<file path="config.mk">
export PLATFORM = sky130hd
export DESIGN_NAME = sync_fifo_stat_flat
export DESIGN_NICKNAME = d
export VERILOG_FILES = /design/src/rtl/sync_fifo_stat_if.sv /design/src/rtl/sync_fifo_stat.sv /design/src/flat_wrapper.sv
export SDC_FILE = /design/constraint.sdc
export NUM_CORES = 1
export LEC_CHECK = 0
export ABC_AREA = 1
export CORE_ASPECT_RATIO = 1.75
export CORE_MARGIN = 5
export CORE_UTILIZATION = 45
export CTS_CLUSTER_SIZE = 28
export DETAILED_ROUTE_END_ITERATION = 8
export DONT_BUFFER_PORTS = 1
export HOLD_SLACK_MARGIN = 0.05
export PLACE_DENSITY = 0.71
export SYNTH_ARGS = -nofsm -noshare
export SYNTH_HDL_FRONTEND = slang
export SYNTH_SLANG_ARGS = --single-unit
</file>
<file path="constraint.sdc">
create_clock -name io_clk -period 9.2 [get_ports io_clk]
set_input_delay 0.46 -clock io_clk [delete_from_list [all_inputs] [get_ports io_clk]]
set_output_delay 0.46 -clock io_clk [all_outputs]
set_load 0.02 [all_outputs]
</file>
<file path="src/rtl/sync_fifo_stat_if.sv">
// Stream handshake and status bundle for sync_fifo_stat.
// The master side is the producer/consumer pair; the slave side is the FIFO.
interface sync_fifo_stat_if #(
    parameter int WIDTH = 32,
    parameter int DEPTH = 8
);
    localparam int CW = $clog2(DEPTH) + 1;

    logic             io_flush;
    logic             io_write_valid;
    logic             io_write_ready;
    logic [WIDTH-1:0] io_write_bits;
    logic             io_read_valid;
    logic             io_read_ready;
    logic [WIDTH-1:0] io_read_bits;
    logic [CW-1:0]    io_count;
    logic             io_almost_full;
    logic             io_almost_empty;
    logic [CW-1:0]    io_peak;

    modport master (
        output io_flush, io_write_valid, io_write_bits, io_read_ready,
        input  io_write_ready, io_read_valid, io_read_bits, io_count,
               io_almost_full, io_almost_empty, io_peak
    );

    modport slave (
        input  io_flush, io_write_valid, io_write_bits, io_read_ready,
        output io_write_ready, io_read_valid, io_read_bits, io_count,
               io_almost_full, io_almost_empty, io_peak
    );
endinterface

</file>
<file path="src/rtl/sync_fifo_stat.sv">
// Single-clock first-word-fall-through FIFO with occupancy count, watermark
// flags, synchronous flush and a peak-occupancy monitor.
module sync_fifo_stat #(
    parameter int WIDTH     = 32,
    parameter int DEPTH     = 8,
    parameter int AF_THRESH = DEPTH - 2,
    parameter int AE_THRESH = 1,
    parameter int CW        = $clog2(DEPTH) + 1
) (
    input logic             io_clk,
    input logic             io_rst_n,
    sync_fifo_stat_if.slave io
);
    localparam int AW = $clog2(DEPTH);
    localparam logic [CW-1:0] FULL_C = CW'(DEPTH);
    localparam logic [CW-1:0] AF_C   = CW'(AF_THRESH);
    localparam logic [CW-1:0] AE_C   = CW'(AE_THRESH);

    if (DEPTH < 2 || (DEPTH & (DEPTH - 1)) != 0) begin : g_bad_depth
        $error("sync_fifo_stat: DEPTH must be a power of two >= 2");
    end
    if (AF_THRESH < 1 || AF_THRESH > DEPTH) begin : g_bad_af
        $error("sync_fifo_stat: AF_THRESH outside 1..DEPTH");
    end
    if (AE_THRESH < 0 || AE_THRESH > DEPTH - 1) begin : g_bad_ae
        $error("sync_fifo_stat: AE_THRESH outside 0..DEPTH-1");
    end

    logic [WIDTH-1:0] mem [DEPTH];
    logic [CW-1:0]    wr_ptr;
    logic [CW-1:0]    rd_ptr;
    logic [CW-1:0]    count;
    logic [CW-1:0]    peak;
    logic [CW-1:0]    count_next;
    logic             wr_acc;
    logic             rd_acc;

    // Handshake readiness decodes registered count only, so no input-to-output path.
    assign io.io_write_ready  = (count != FULL_C);
    assign io.io_read_valid   = (count != '0);
    assign io.io_read_bits    = mem[rd_ptr[AW-1:0]];
    assign io.io_count        = count;
    assign io.io_peak         = peak;
    assign io.io_almost_full  = (count >= AF_C);
    assign io.io_almost_empty = (count <= AE_C);

    assign wr_acc = io.io_write_valid && io.io_write_ready;
    assign rd_acc = io.io_read_valid && io.io_read_ready;

    always_comb begin
        // NOTE: default assigned first so every path drives count_next; no latch.
        count_next = count;
        if (io.io_flush) begin
            count_next = '0;
        end else if (wr_acc && !rd_acc) begin
            count_next = count + CW'(1);
        end else if (rd_acc && !wr_acc) begin
            count_next = count - CW'(1);
        end
    end

    // NOTE: sequential state uses non-blocking assignments so all registers
    // sample pre-edge values regardless of statement order.
    always_ff @(posedge io_clk or negedge io_rst_n) begin
        if (!io_rst_n) begin
            wr_ptr <= '0;
            rd_ptr <= '0;
            count  <= '0;
            peak   <= '0;
        end else if (io.io_flush) begin
            wr_ptr <= '0;
            rd_ptr <= '0;
            count  <= '0;
            peak   <= '0;
        end else begin
            if (wr_acc) wr_ptr <= wr_ptr + CW'(1);
            if (rd_acc) rd_ptr <= rd_ptr + CW'(1);
            count <= count_next;
            if (count_next > peak) peak <= count_next;
        end
    end

    // NOTE: storage has no reset; read_bits is only meaningful while read_valid.
    always_ff @(posedge io_clk) begin
        if (wr_acc && !io.io_flush) begin
            mem[wr_ptr[AW-1:0]] <= io.io_write_bits;
        end
    end

    // Pointer distance must always equal occupancy, i.e. read never overtakes write.
    a_count_bound: assert property (@(posedge io_clk) disable iff (!io_rst_n)
        count <= FULL_C)
        else $error("sync_fifo_stat: count exceeds DEPTH");

    a_ptr_order: assert property (@(posedge io_clk) disable iff (!io_rst_n)
        CW'(wr_ptr - rd_ptr) == count)
        else $error("sync_fifo_stat: read pointer passed write pointer");
endmodule
</file>
<file path="src/flat_wrapper.sv">
// flat-port wrapper written by rule: the top's interface ports become plain ports
module sync_fifo_stat_flat 
#(
    parameter int WIDTH     = 32,
    parameter int DEPTH     = 8,
    parameter int AF_THRESH = DEPTH - 2,
    parameter int AE_THRESH = 1,
    parameter int CW        = $clog2(DEPTH) + 1
)
  (io_clk, io_rst_n, io_io_flush, io_io_write_valid, io_io_write_bits, io_io_read_ready, io_io_write_ready, io_io_read_valid, io_io_read_bits, io_io_count, io_io_almost_full, io_io_almost_empty, io_io_peak);
  sync_fifo_stat_if #(.WIDTH(WIDTH), .DEPTH(DEPTH)) io_i ();
  input logic io_clk;
  input logic io_rst_n;
  input wire logic [$bits(io_i.io_flush)-1:0] io_io_flush;
  input wire logic [$bits(io_i.io_write_valid)-1:0] io_io_write_valid;
  input wire logic [$bits(io_i.io_write_bits)-1:0] io_io_write_bits;
  input wire logic [$bits(io_i.io_read_ready)-1:0] io_io_read_ready;
  output wire logic [$bits(io_i.io_write_ready)-1:0] io_io_write_ready;
  output wire logic [$bits(io_i.io_read_valid)-1:0] io_io_read_valid;
  output wire logic [$bits(io_i.io_read_bits)-1:0] io_io_read_bits;
  output wire logic [$bits(io_i.io_count)-1:0] io_io_count;
  output wire logic [$bits(io_i.io_almost_full)-1:0] io_io_almost_full;
  output wire logic [$bits(io_i.io_almost_empty)-1:0] io_io_almost_empty;
  output wire logic [$bits(io_i.io_peak)-1:0] io_io_peak;
  assign io_i.io_flush = io_io_flush;
  assign io_i.io_write_valid = io_io_write_valid;
  assign io_i.io_write_bits = io_io_write_bits;
  assign io_i.io_read_ready = io_io_read_ready;
  assign io_io_write_ready = io_i.io_write_ready;
  assign io_io_read_valid = io_i.io_read_valid;
  assign io_io_read_bits = io_i.io_read_bits;
  assign io_io_count = io_i.io_count;
  assign io_io_almost_full = io_i.io_almost_full;
  assign io_io_almost_empty = io_i.io_almost_empty;
  assign io_io_peak = io_i.io_peak;
  sync_fifo_stat #(.WIDTH(WIDTH), .DEPTH(DEPTH), .AF_THRESH(AF_THRESH), .AE_THRESH(AE_THRESH), .CW(CW)) u_core (.io_clk(io_clk), .io_rst_n(io_rst_n), .io(io_i));
endmodule
</file>
# After elaboration in Yosys (flattened, before gate mapping)
# Memories as Yosys holds them, arrays and structs flattened.
# Cells that the tools add are included.
totals:
  input_bits: 37
  out_inout_bits: 44
  register_bits: 16
  mem_bits_rw: 256
  mem_count: 1
  wordCells: 37
classes:
  n_addsub: 4
  reduce_logical: 12
  eq_ne: 1
  muxes: 12
  order_cmp: 3
mem_list:
  columns: ["name", "words", "word_bits", "read_ports", "rd_clocked_by_memory_dff", "write_ports", "line_no", "text"]
  rows:
  - ["u_core.mem", 8, 32, 1, 0, 1, "sync_fifo_stat.sv:29", "logic [WIDTH-1:0] mem [DEPTH];"]
op_table:
  columns: ["op", "count"]
  rows:
  - ["$mux 4", 10]
  - ["$add 4x1->4 const B", 3]
  - ["$reduce_bool 2->1", 3]
  - ["$logic_and 1x1->1", 5]
  - ["$ge 4x3->1 const B", 1]
  - ["$gt 4x4->1", 1]
  - ["$le 4x1->1 const B", 1]
  - ["$ne 4x4->1 const B", 1]
  - ["$reduce_bool 4->1", 1]
  - ["$sub 4x1->4 const B", 1]
  - ["$logic_not 1->1", 3]
  - ["$mux 1", 2]

# Depth between registers and ports, before layout
logic_depth:
  ltp_word: 10
  mapped_depth: 19
  mapped_depth_nobuf: 19

# Worst setup path after synthesis
# OpenSTA, ideal clock, no wires.
synth_timing:
  kind: "register to register"
  from: "register u_core.count[0], in the netlist u_core.io.io_count[0]"
  to: "memory u_core.mem[0][0], enable pin"
  n_path_buf: 0
  setup_slack_ns: 5.965
  required_ns: 8.779
  t_arrival_ns: 2.814
  synth_period_minus_slack_ns: 3.235
  stages_incl_launch_ff: 8
  setup_ns: 0.421
  path_cell_list: "dfrtp_1 inv_1 ha_1 nand3_2 nand2_2 nor2_1 nand2_1 nor2_1"
synth_via:
  elab_chain_len: 5
synth_lines:
  columns: ["element", "line_no", "text"]
  rows:
  - ["from (decl)", "sync_fifo_stat.sv:32", "logic [CW-1:0] count;"]
  - ["from (signal assigned)", "sync_fifo_stat.sv:78", "count <= count_next;"]
  - ["$ne 4x4->1", "sync_fifo_stat.sv:39", "assign io.io_write_ready = (count != FULL_C);"]
  - ["via io_io_write_ready", "flat_wrapper.sv:18", "output wire logic [$bits(io_i.io_write_ready)-1:0] io_io_write_ready;"]
  - ["$logic_and 1x1->1", "sync_fifo_stat.sv:47", "assign wr_acc = io.io_write_valid && io.io_write_ready;"]
  - ["$logic_and 1x1->1", "sync_fifo_stat.sv:85", "if (wr_acc && !io.io_flush) begin"]
  - ["$mux 1", "sync_fifo_stat.sv:85", null]
  - ["$mux 1 (not written as such)", "sync_fifo_stat.sv:86", "mem[wr_ptr[AW-1:0]] <= io.io_write_bits;"]
  - ["to (decl)", "sync_fifo_stat.sv:29", null]
# The timed path passes the listed nets, and every way through them passes these cells.

# Worst setup path after layout
layout_timing:
  from: "register u_core.rd_ptr[0]"
  to: "output port io_io_read_bits[13]"
layout_via:
  elab_chain_len: 1
layout_lines:
  columns: ["element", "line_no", "text"]
  rows:
  - ["from (decl)", "sync_fifo_stat.sv:31", "logic [CW-1:0] rd_ptr;"]
  - ["from (signal assigned)", "sync_fifo_stat.sv:77", "if (rd_acc) rd_ptr <= rd_ptr + CW'(1);"]
  - ["$mem_v2 8x32", null, null]
  - ["to (decl)", "flat_wrapper.sv:20", "output wire logic [$bits(io_i.io_read_bits)-1:0] io_io_read_bits;"]
# No other way between the ends.

==> impl_results.md <==
* Tot Pwr at about 2.9 mW
* Initial DRT Pass Iterations at 5
* R2r startpoint: u_core.io.io_count[1]
* Synth top area share at approximately 70%
* Root buf cell: clkbuf_16
* DRC at 0
* Wl on met1 at 8610 µm
* Final setup TNS at 0 ns
* Post-Synthesis Cells at ~860
* CP Data Arrival Time at 3.27 ns
* Yosys reg bits at 270
* CP bufs+invs at 2
* Dpl cells at around 1,100
* Outcome: completed
* Worst Hold Class: in -> reg
* Cell Pwr Density at 241 mW/mm²
* Global Route Usage Sum at 16.2%
* Yosys cell types at 30
* CTS sink count at 270
* Post-Syn Nets at between 900 and 1,000
* Initial Utilization at 45.5%
* WP data required at slightly below 9 ns
* Highest metal used: met4
* Crit path capture type: output pin
* Max stage delay on crit path at just under 0.8 ns
* Slew Limit Headroom at 19.7%
* Chip height at 216 µm
* Clock latency on the worst-skew pair at about 0.51 ns
* PortBufs at 0
* DR WL met2 at 11,800 µm
* Clock skew at 0.00886 ns
* Drt wl/cell at 18.7 µm
* RSZ-0062 raised after global routing: no
* Met3 wire len at 1200 µm
* Cell mode on critical path: nand2_1
* Routed Antenna Nets at 0
* H-Tree Level Count at 1
* Gr ovfl total at 0
* Die W at between 100 and 150 µm
* Final Setup Violations at 0
* Worst path slowest cell: buf_4
* Synthesis-to-finish area growth at 11.2%
* R2r setup slk at 6.03 ns
* Initial DRC Count at 553
* Cell with the most instances after synthesis: edfxtp_1
* Via count at 6,601
* Final Max Tran Viols at 0
* Count of final hold-check violations at 0
* Final period utilization at between 40% and 50%
* CP Max Fanout at 90
* Max Buffers Root-to-Sink at 3
* Commonest cells post-synth: edfxtp_1, nor2_1, nand2_1, o21ai_0, o32ai_1
* Crit-path cells: inv_4, buf_4, nor2_1, o32ai_1, nand2_1, nand2_1
* Max Cap Violations at 0
* Cell taking the most area after synthesis: edfxtp_1
* Initial antenna violation count at 1
* P_leak at 4.11 nW
* First-pass GRT wire length at around 35,000 µm
* Top_reg_cell synth: edfxtp_1
* Gpl congestion at 0.813
* Fill count at around 2,000
* Synth area leaders: edfxtp_1, nor2_1, o32ai_1
* Largest net degree at the start of global routing at 91
* Final nets at 917
* Yosys warns at 0
* Post-CTS setup repair buffer count at 0
* Async set or reset register ratio after synthesis at 5.19%
* Dpl hpwl at 12,300 µm
* CTS Buf Count at 22
* Syn avg cell area at about 13 µm²
* Proportion of layout cells with a drive suffix above 1 at 5.89%
* Min cycle time layout at 3.73 ns
* CTS clock-pin slew for the worst setup and hold paths at around 0.070 ns
* Final WL at 22,300 µm
* DIE AREA at between 0.02 and 0.03 mm²
* Post-synthesis sequential area ratio at 73.8%
* Fin cells at 1,192
* VDD IR max at 0.162 mV
* Rows at 75
* EDFF count, synth at 256
* Setup CP Type: reg -> out
* CTS tree: built
* HP Start: io_io_flush
* Mapped Area at 0.0109 mm²
* Worst-Margin Slew at 1.20 ns
* CP Launch Type: register
* Delay-heaviest family, CP: buffers and inverters
* Placeable Area at between 0.02 and 0.025 mm²
* Vias in the first global route at 6,675
* Vias per Instance at about 5.5
* Max frequency at 268 MHz
* # IOs at 81
* CP Launch Point: u_core.rd_ptr[0]
[logic make-up after synthesis]
kind of cell / share of synthesized area [%]
simple gates: 13.1
buf+inv: 3.01
fa+ha+maj: 1.15
compound gates: 8.96
flops: 73.8
[power breakdown]
part	internal, mW	switching, mW
logic	0.176	0.430
registers	1.39	0.0749
clock network	0.460	0.392
total	2.02	0.897
[through the flow]
step | hold WS [ns] | cell area [µm²] | worst slack (ns) | utilization, %
4_1_cts | 0.0783 | 12100 | 5.42 | 50.6
3_3_place_gp | 0.165 | 11100 | 6.00 | 46.5
6_report | 0.0894 | 12100 | 5.47 | 50.6
5_1_grt | 0.0887 | 12100 | 5.20 | 50.6
3_5_place_dp | 0.165 | 11100 | 5.96 | 46.5
2_1_floorplan | 0.164 | 10900 | 5.97 | -
[flip-flops by register name, summed over array words and instances (netlist names)]
| name | count |
|---|---|
| u_core.rd_ptr | 3 |
| u_core.wr_ptr | 3 |
| u_core.mem | 256 |
| u_core.io.io_count | 4 |
| u_core.io.io_peak | 4 |
[repair_timing]
| action | in CTS | in global routing |
|---|---|---|
| endpoints found under the hold margin | 272 | 0 |
| gates resized for setup | 0 | 0 |
| hold buffers | 34 | 0 |
[metal layers]
layer	GRT usage (%)	vias up
met5	0	-
met1	19.0	3266
met4	6.23	0
met2	29.2	181
met3	2.75	45
li1	-	3109
[placed cells by master, fill, tap and decap left out, drive strengths merged]
cell type    synthesis  layout
a21oi                7       7
and3                 3       3
buf                 28       5
clkbuf              21      33
clkinv               2       6
dfrtp               14      14
diode                0       1
dlygate4sd3          0      34
edfxtp             256     256
ha                  10      10
inv                 17      17
nand2              138     138
nand3               12      12
nand3b               1       1
nand4                2       2
nor2               207     207
nor3                 1       1
o21a                 2       2
o21ai               70      70
o21bai               1       1
o32ai               64      64
[worst paths after layout]
check | endpoint | cells past startpoint
min reg2reg | u_core.rd_ptr[2] | 2
min | u_core.rd_ptr[2] | 2
max in group asynchronous | u_core.rd_ptr[1] | 1
min in group asynchronous | u_core.rd_ptr[0] | 1
max | io_io_read_bits[13] | 6
max reg2reg | u_core.mem[4][9] | 7
[area by class of cell]
cell class / count / area, µm² / share of cell area (%)
inverter: 19 / 73.8 / 0.610
clock buffer: 33 / 613 / 5.06
antenna: 1 / 2.50 / 0.0207
tap: 308 / 385 / 3.18
multi-input combinational: 518 / 2590 / 21.4
clock inverter: 4 / 22.5 / 0.186
sequential: 270 / 8050 / 66.4
timing repair buffer: 39 / 378 / 3.12
(Power assumes the default switching activity.)
